<file path="src/rtl/arbitrated_fifo_bank_pkg.sv">
// Shared constants and width helpers for the arbitrated FIFO bank.
// Contents:
//   DefNumFifos / DefWidth / DefDepth - default channel count, data width and depth.
//   tag_width()   - bits needed to name a channel.
//   count_width() - bits needed to hold an occupancy of 0..depth.
package arbitrated_fifo_pkg;

  localparam int unsigned DefNumFifos = 4;
  localparam int unsigned DefWidth    = 8;
  localparam int unsigned DefDepth    = 4;

  function automatic int unsigned tag_width(input int unsigned num_fifos);
    return (num_fifos > 1) ? $clog2(num_fifos) : 1;
  endfunction

  function automatic int unsigned count_width(input int unsigned depth);
    return $clog2(depth + 1);
  endfunction

endpackage

</file>
<file path="src/rtl/arbitrated_fifo_bank_if.sv">
// Handshake bundle for the arbitrated FIFO bank.
// Signals:
//   push/push_sel/push_data/push_ready  - per-channel write port
//   out_valid/out_ready/out_data/out_tag - merged read port
//   gnt/full/empty                       - per-channel status
// Modports: master (producer/consumer side), slave (bank side).
interface arbitrated_fifo_bank_if
  import arbitrated_fifo_pkg::*;
#(
  parameter int unsigned NUM_FIFOS = DefNumFifos,
  parameter int unsigned WIDTH     = DefWidth
);
  localparam int unsigned TAGWIDTH = tag_width(NUM_FIFOS);

  logic                 push;
  logic [TAGWIDTH-1:0]  push_sel;
  logic [WIDTH-1:0]     push_data;
  logic                 push_ready;
  logic                 out_valid;
  logic                 out_ready;
  logic [WIDTH-1:0]     out_data;
  logic [TAGWIDTH-1:0]  out_tag;
  logic [NUM_FIFOS-1:0] gnt;
  logic [NUM_FIFOS-1:0] full;
  logic [NUM_FIFOS-1:0] empty;

  modport master (
    output push, push_sel, push_data, out_ready,
    input  push_ready, out_valid, out_data, out_tag, gnt, full, empty
  );

  modport slave (
    input  push, push_sel, push_data, out_ready,
    output push_ready, out_valid, out_data, out_tag, gnt, full, empty
  );

endinterface

</file>
<file path="src/rtl/arbitrated_fifo_bank_arbiter.sv">
// Combinational one-hot arbiter for the FIFO bank.
// Ports: req (non-empty channels), ptr (round-robin start), lock / locked_gnt (held grant
// while the consumer stalls), gnt (one-hot result, zero when nothing requests).
// Build option RR_ARB_EN: defined -> round-robin search upward from ptr with wrap;
// undefined -> fixed priority, lowest requesting index wins and ptr is ignored.
module round_robin_arbiter
  import arbitrated_fifo_pkg::*;
#(
  parameter int unsigned NUM_FIFOS = DefNumFifos,
  parameter int unsigned TAGWIDTH  = tag_width(NUM_FIFOS)
) (
  input  logic [NUM_FIFOS-1:0] req,
  input  logic [TAGWIDTH-1:0]  ptr,
  input  logic                 lock,
  input  logic [NUM_FIFOS-1:0] locked_gnt,
  output logic [NUM_FIFOS-1:0] gnt
);

  logic [NUM_FIFOS-1:0] pick;

`ifdef RR_ARB_EN
  // Winner is the requester with the smallest upward distance from ptr.
  always_comb begin
    int unsigned best;
    int unsigned dist;
    pick = '0;
    best = NUM_FIFOS;
    dist = 0;
    for (int unsigned c = 0; c < NUM_FIFOS; c++) begin
      dist = (c >= 32'(ptr)) ? c - 32'(ptr) : c + NUM_FIFOS - 32'(ptr);
      if (req[c] && (dist < best)) begin
        best    = dist;
        pick    = '0;
        pick[c] = 1'b1;
      end
    end
  end
`else
  logic unused_ptr;
  assign unused_ptr = ^ptr;

  always_comb begin
    logic found;
    found = 1'b0;
    pick  = '0;
    for (int unsigned c = 0; c < NUM_FIFOS; c++) begin
      if (req[c] && !found) begin
        pick[c] = 1'b1;
        found   = 1'b1;
      end
    end
  end
`endif

  assign gnt = lock ? locked_gnt : pick;

endmodule

</file>
<file path="src/rtl/arbitrated_fifo_bank.sv">
// Bank of NUM_FIFOS circular FIFOs merged onto one valid/ready output.
// Ports: clk, rst_n (async, active-low), bus (arbitrated_fifo_bank_if.slave).
// Heads are shown ahead (no read latency); the grant is frozen while the consumer stalls so
// out_data/out_tag stay stable until accepted.
// Build option RR_ARB_EN: defined -> round-robin with rr_ptr; undefined -> fixed priority.
module arbitrated_fifo_bank
  import arbitrated_fifo_pkg::*;
#(
  parameter int unsigned NUM_FIFOS = DefNumFifos,
  parameter int unsigned WIDTH     = DefWidth,
  parameter int unsigned DEPTH     = DefDepth
) (
  input logic                   clk,
  input logic                   rst_n,
  arbitrated_fifo_bank_if.slave bus
);

  localparam int unsigned TAGWIDTH = tag_width(NUM_FIFOS);
  localparam int unsigned CntWidth = count_width(DEPTH);
  localparam int unsigned PtrWidth = $clog2(DEPTH);

  logic [NUM_FIFOS-1:0] full, empty, gnt;
  logic [NUM_FIFOS-1:0] locked_gnt_q, locked_gnt_d;
  logic                 lock_q, lock_d;
  logic [WIDTH-1:0]     head [NUM_FIFOS];
  logic [WIDTH-1:0]     out_data;
  logic [TAGWIDTH-1:0]  out_tag, arb_ptr;
  logic                 out_valid, pop, push_acc, sel_full, sel_in_range;

  // Explicit wrap so non-power-of-two depths work.
  function automatic logic [PtrWidth-1:0] ptr_inc(input logic [PtrWidth-1:0] p);
    return (p == PtrWidth'(DEPTH - 1)) ? '0 : p + 1'b1;
  endfunction

  // push_ready looks only at the selected channel's full flag, never at a same-cycle pop.
  always_comb begin
    sel_full     = 1'b0;
    sel_in_range = 1'b0;
    for (int unsigned c = 0; c < NUM_FIFOS; c++) begin
      if (bus.push_sel == TAGWIDTH'(c)) begin
        sel_full     = full[c];
        sel_in_range = 1'b1;
      end
    end
  end

  assign bus.push_ready = !sel_full;
  assign push_acc       = bus.push && !sel_full && sel_in_range;
  assign out_valid      = ~&empty;
  assign pop            = out_valid && bus.out_ready;

  for (genvar g = 0; g < NUM_FIFOS; g++) begin : g_fifo
    logic [WIDTH-1:0]    mem_q [DEPTH];
    logic [PtrWidth-1:0] rd_ptr_q, wr_ptr_q;
    logic [CntWidth-1:0] cnt_q;
    logic                wr_en, rd_en;

    assign wr_en = push_acc && (bus.push_sel == TAGWIDTH'(g));
    assign rd_en = pop && gnt[g];

    always_ff @(posedge clk or negedge rst_n) begin
      if (!rst_n) begin
        rd_ptr_q <= '0;
        wr_ptr_q <= '0;
        cnt_q    <= '0;
        for (int unsigned i = 0; i < DEPTH; i++) begin
          mem_q[i] <= '0;
        end
      end else begin
        if (wr_en) begin
          mem_q[wr_ptr_q] <= bus.push_data;
          wr_ptr_q        <= ptr_inc(wr_ptr_q);
        end
        if (rd_en) begin
          rd_ptr_q <= ptr_inc(rd_ptr_q);
        end
        case ({wr_en, rd_en})
          2'b10:   cnt_q <= cnt_q + 1'b1;
          2'b01:   cnt_q <= cnt_q - 1'b1;
          default: ;
        endcase
      end
    end

    assign full[g]  = (cnt_q == CntWidth'(DEPTH));
    assign empty[g] = (cnt_q == '0);
    assign head[g]  = mem_q[rd_ptr_q];
  end

`ifdef RR_ARB_EN
  logic [TAGWIDTH-1:0] rr_ptr_q, rr_ptr_d;

  always_comb begin
    rr_ptr_d = rr_ptr_q;
    if (pop) begin
      rr_ptr_d = (out_tag == TAGWIDTH'(NUM_FIFOS - 1)) ? '0 : out_tag + 1'b1;
    end
  end

  always_ff @(posedge clk or negedge rst_n) begin
    if (!rst_n) begin
      rr_ptr_q <= '0;
    end else begin
      rr_ptr_q <= rr_ptr_d;
    end
  end

  assign arb_ptr = rr_ptr_q;
`else
  assign arb_ptr = '0;
`endif

  round_robin_arbiter #(
    .NUM_FIFOS(NUM_FIFOS),
    .TAGWIDTH (TAGWIDTH)
  ) u_arb (
    .req       (~empty),
    .ptr       (arb_ptr),
    .lock      (lock_q),
    .locked_gnt(locked_gnt_q),
    .gnt       (gnt)
  );

  // A stalled head freezes the grant; acceptance releases it.
  always_comb begin
    lock_d       = lock_q;
    locked_gnt_d = locked_gnt_q;
    if (pop) begin
      lock_d = 1'b0;
    end else if (out_valid) begin
      lock_d       = 1'b1;
      locked_gnt_d = gnt;
    end
  end

  always_ff @(posedge clk or negedge rst_n) begin
    if (!rst_n) begin
      lock_q       <= 1'b0;
      locked_gnt_q <= '0;
    end else begin
      lock_q       <= lock_d;
      locked_gnt_q <= locked_gnt_d;
    end
  end

  // AND-OR mux over the one-hot grant; yields zeros when nothing is granted.
  always_comb begin
    out_data = '0;
    out_tag  = '0;
    for (int unsigned c = 0; c < NUM_FIFOS; c++) begin
      out_data = out_data | ({WIDTH{gnt[c]}} & head[c]);
      out_tag  = out_tag | (gnt[c] ? TAGWIDTH'(c) : '0);
    end
  end

  assign bus.out_valid = out_valid;
  assign bus.out_data  = out_data;
  assign bus.out_tag   = out_tag;
  assign bus.gnt       = gnt;
  assign bus.full      = full;
  assign bus.empty     = empty;

endmodule

</file>
<file path="src/flat_wrapper.sv">
// flat-port wrapper written by rule: the top's interface ports become plain ports
module arbitrated_fifo_bank_flat import arbitrated_fifo_pkg::*;
#(
  parameter int unsigned NUM_FIFOS = DefNumFifos,
  parameter int unsigned WIDTH     = DefWidth,
  parameter int unsigned DEPTH     = DefDepth
)
  (clk, rst_n, bus_push, bus_push_sel, bus_push_data, bus_out_ready, bus_push_ready, bus_out_valid, bus_out_data, bus_out_tag, bus_gnt, bus_full, bus_empty);
  arbitrated_fifo_bank_if #(.NUM_FIFOS(NUM_FIFOS), .WIDTH(WIDTH)) bus_i ();
  input logic clk;
  input logic rst_n;
  input wire logic [$bits(bus_i.push)-1:0] bus_push;
  input wire logic [$bits(bus_i.push_sel)-1:0] bus_push_sel;
  input wire logic [$bits(bus_i.push_data)-1:0] bus_push_data;
  input wire logic [$bits(bus_i.out_ready)-1:0] bus_out_ready;
  output wire logic [$bits(bus_i.push_ready)-1:0] bus_push_ready;
  output wire logic [$bits(bus_i.out_valid)-1:0] bus_out_valid;
  output wire logic [$bits(bus_i.out_data)-1:0] bus_out_data;
  output wire logic [$bits(bus_i.out_tag)-1:0] bus_out_tag;
  output wire logic [$bits(bus_i.gnt)-1:0] bus_gnt;
  output wire logic [$bits(bus_i.full)-1:0] bus_full;
  output wire logic [$bits(bus_i.empty)-1:0] bus_empty;
  assign bus_i.push = bus_push;
  assign bus_i.push_sel = bus_push_sel;
  assign bus_i.push_data = bus_push_data;
  assign bus_i.out_ready = bus_out_ready;
  assign bus_push_ready = bus_i.push_ready;
  assign bus_out_valid = bus_i.out_valid;
  assign bus_out_data = bus_i.out_data;
  assign bus_out_tag = bus_i.out_tag;
  assign bus_gnt = bus_i.gnt;
  assign bus_full = bus_i.full;
  assign bus_empty = bus_i.empty;
  arbitrated_fifo_bank #(.NUM_FIFOS(NUM_FIFOS), .WIDTH(WIDTH), .DEPTH(DEPTH)) u_core (.clk(clk), .rst_n(rst_n), .bus(bus_i));
endmodule
</file>
<file path="config.mk">
export PLATFORM = sky130hd
export DESIGN_NAME = arbitrated_fifo_bank_flat
export DESIGN_NICKNAME = d
export VERILOG_FILES = /design/src/rtl/arbitrated_fifo_bank_pkg.sv /design/src/rtl/arbitrated_fifo_bank_if.sv /design/src/rtl/arbitrated_fifo_bank_arbiter.sv /design/src/rtl/arbitrated_fifo_bank.sv /design/src/flat_wrapper.sv
export SDC_FILE = /design/constraint.sdc
export NUM_CORES = 1
export LEC_CHECK = 0
export CORE_MARGIN = 4
export CORE_UTILIZATION = 64
export DETAILED_ROUTE_END_ITERATION = 8
export DONT_BUFFER_PORTS = 1
export PLACE_DENSITY = 0.9
export SLEW_MARGIN = 25
export SYNTH_ARGS = -nofsm -noshare
export SYNTH_HDL_FRONTEND = slang
export SYNTH_SLANG_ARGS = --single-unit
</file>
<file path="constraint.sdc">
create_clock -name clk -period 3.4 [get_ports clk]
set_input_delay 0.68 -clock clk [delete_from_list [all_inputs] [get_ports clk]]
set_output_delay 0.68 -clock clk [all_outputs]
set_load 0.03 [all_outputs]
</file>
==> summary.md <==
| Metric | Value |
|---|---|
| Fin util | between 70% and 80% |
| Cell Pwr Density | 1010 nW/um^2 |
| Worst hold path class | input pin to async pin |
| Crit-path cells | or4_1 -> or4_4 -> and2_4 -> clkinv_2 -> a211o_1 |
| TritonCTS buffer count | 17 |
| Die X-Extent | approximately 120 microns |
| Met1 global-route usage | 31.8% |
| Crit path max-delay cell type | or4_1 |
| Failing checks | hold timing |
| Biggest cell delay along the critical path | between 500 and 600 ps |
| Peak supply drop | roughly 700 uV |
| Worst slack at placement | about 440 ps |
| Most frequent cells in the layout | 161 x dfrtp_1, 133 x mux2_2, 47 x inv_1, 33 x mux4_2 |
| TNS Setup | 0 ps |
| Area share of the largest cell type after synthesis | 51.7% |
| Crit path max fanout | 9 |
| Critical path type | flip-flop to output port |
| First drt pass iteration count | 4 |
| Required @ worst endpoint | 2720 ps |
| Rows | 40 |
| Fmax achieved | 310 MHz |
| Internal Power | about 5.6 mW |
| Grt met2 use | ~43% |
| Worst-Skew Late Latency | 420 ps |
| Post-Syn Area | 7790 sq um |
| Antenna Cells | 0 |
| Net count after synthesis | 593 |
| Vias per cell | approximately 6.3 |
| Final WS setup | 174 ps |
| Crit path buf inv count | 1 |
| Most common cell after layout, fill and taps aside | dfrtp_1 |
| Area of the multi-input gates | 3500 sq um |
| Initial antenna violation count | 0 |
| Avg Cell Area, Syn | around 14 sq um |
| Crit start category | flip-flop |
| Setup bufs post-CTS | 0 |
| Slew @ Worst Pin | roughly 790 ps |
| H-Tree Depth | 4 |
| Worst-case reg-to-reg path depth | 9 |
| Top cell family by delay on the critical path | simple AND/OR/NAND/NOR gates |
| WL per Instance | 22.7 microns |
| IO buf count | 0 |
| Max-slew violation count | 0 |
| # IOs | 38 |
| Post-Syn Instances | ~550 |
| Setup crit end kind | output port |
| Gr ovfl total | 0 |
| DRT antenna net count | 0 |
| FF/Latch Area | between 4000 and 5000 sq um |
| Logic pwr share | 37.0% |
| Largest area contributor in the netlist | dfrtp_1 |
| Post-layout min period | roughly 3200 ps |
| Routed WL | approximately 16000 microns |
| Root Driver | clkbuf_16 |
| Critical Path Stages | 5 |
| Nets | 603 |
| Sequential cell area fraction in the yosys report | between 50% and 60% |
| Layout fillers | 738 |
| Switch share | between 30% and 40% |
| First-pass GRT wire length | between 20000 and 30000 microns |
| Post-DP HPWL | 11200 microns |
| Clock skew | between 6 and 7 ps |
| Fraction of layout cells with a size suffix above 1 | approximately 39% |
| Max-slew headroom | a little under half |
| Die area | 14000 sq um |
| Pin count of the biggest net entering global routing | about 160 |
| Vias in the first global route | just over 5k |
| Iter 0 DRT Violations | between 300 and 400 |
| Clk network pwr share | between 20 and 25% |
| Synth top area cells | dfrtp_1 52%, mux2_2 19%, mux4_2 9.5% |
| DRC viols | 0 |
| CTS clk-pin slew, worst paths | 60 ps |
| RSZ-0062 raised after global routing | no |
| Synth unique cells | 41 |
| Final period utilization | between 90% and 100% |
| Leakage | around 4 nW |
| Die H | about 120 microns |
| Critical path arrival | between 2000 and 3000 ps |
| #FFs+latches synth | 161 |
| Routability cong. | 0.800 |
| Total track usage | 25.7% |
| GR Layer Usage met3 | 7.80% |
| CTS tree | built |
| Psw | 3.00 mW |
| WHS | -47.0 ps |
| Area Growth Syn to Fin | 9.88% |
| Part of the power in registers | between 40% and 50% |
| Initial Util | between 60 and 70% |
| Area of the core | around 12000 sq um |
| Via count | 4533 |
| Overall power | between 8 and 9 mW |
| Final hold vios | approximately 160 |
| Clock sinks | between 150 and 200 |
| Outcome | finished, violations left |
| Yosys warning count | 0 |
| CTS Buffer Depth | 2 |
| Gr busiest metal | met2 |
| Final setup vio count | 0 |
| Max Cap Viol | 0 |
flip-flops by register name (all words and copies together), names as in the netlist:
register and cells:
u_core.g_fifo.wr_ptr_q 8, u_core.g_fifo.cnt_q 12, u_core.g_fifo.rd_ptr_q 8, u_core.lock_q 1, u_core.locked_gnt_q 4, u_core.g_fifo.mem_q 128
cells in the mapped netlist:
master / n
dfrtp_1: 161
mux2_2: 133
inv_1: 47
mux4_2: 33
ha_1: 24
nand2_1: 24
nor2_1: 18
clkbuf_1: 14
o21ai_0: 10
a211o_1: 8
nand2_4: 8
nor2b_1: 8
o22ai_1: 8
xor2_1: 8
fa_1: 4
mux2_1: 4
nor3b_1: 4
xnor2_1: 4
a21oi_1: 3
buf_1: 3
buf_2: 3
mux2i_1: 2
nor3_1: 2
a21oi_4: 1
a41o_1: 1
a41oi_1: 1
and2_4: 1
clkinv_2: 1
mux2i_2: 1
nand4_1: 1
nor3_2: 1
nor3b_2: 1
nor4b_4: 1
nor4bb_1: 1
o21a_1: 1
o31a_1: 1
o41a_1: 1
or3_1: 1
or3_4: 1
or4_1: 1
or4_4: 1
worst register-to-register path: stages (launching register included):
cell and delay, ps:
dfrtp_1 400, or3_4 430, o41a_1 660, nor2_1 310
ha_1 230, inv_1 60, fa_1 370, xor2_1 170
nor2_1 130, xor2_1 160
power groups by stage:
| stage | Combinational [mW] | Clock [mW] | Sequential, mW |
|---|---|---|---|
| 2_1_floorplan | 2.77 | 0 | 3.19 |
| 3_3_place_gp | 3.01 | 0 | 3.49 |
| 3_5_place_dp | 3.18 | 0 | 3.60 |
| 4_1_cts | 3.22 | 1.88 | 3.58 |
| 5_1_grt | 3.46 | 1.98 | 3.71 |
| 6_report | 3.20 | 1.86 | 3.59 |
metrics by stage:
stage,cells,area (sq um),hold WS [ps]
finish,720,8560,-47.0
global route,720,8560,-74.8
CTS,720,8560,-63.3
detailed placement,689,7980,391
global placement,689,7980,389
floorplan,551,7790,384
area by class of cell:
type,instances,area share (%)
clock buffers,21,5.50
clock inverters,10,1.29
inverters,48,2.12
multi-input cells,322,40.9
flip-flops and latches,161,47.1
well taps,147,2.15
repair buffers,11,0.965
repair_timing:
item	4_1_cts	5_1_grt
resized for setup	0	1
setup endpoints to repair	0	8
hold endpoints to repair	161	161
worst paths after layout:
kind / start / endpoint / slack (ps)
setup / recovery: u_core.g_fifo[2].cnt_q[0] / bus_out_data[5] / 170
hold / removal: rst_n / u_core.locked_gnt_q[3] / -50
setup reg to reg: u_core.g_fifo[0].cnt_q[2] / u_core.g_fifo[2].cnt_q[2] / 420
hold reg to reg: u_core.g_fifo[0].cnt_q[2] / u_core.g_fifo[0].cnt_q[2] / 490
max in group asynchronous: rst_n / u_core.g_fifo[1].cnt_q[2] / 3280
min in group clk: bus_push_data[5] / u_core.g_fifo[0].mem_q[5] / 410
cells by family (layout without fill, tap and decap cells):
kind of cell	Yosys count	in the layout	synth area share (%)
AO/OA/AOI/OAI	35	35	3.18
multiplexers	173	173	29.8
XOR/XNOR	12	12	1.35
adder cells (fa/ha/maj)	28	28	4.88
buffers and inverters	68	90	3.34
AND/OR/NAND/NOR	74	74	5.72
flip-flops	161	161	51.7
per-layer routing:
metal / vias up / wire length, microns / share of wire, %
met1: 2359 / 6340 / 39
met5: - / 0 / 0
li1: 1984 / - / -
met2: 157 / 8500 / 52
met3: 33 / 1090 / 6.6
met4: 0 / 446 / 2.7
No activity file was read; power rests on OpenSTA's default activity.
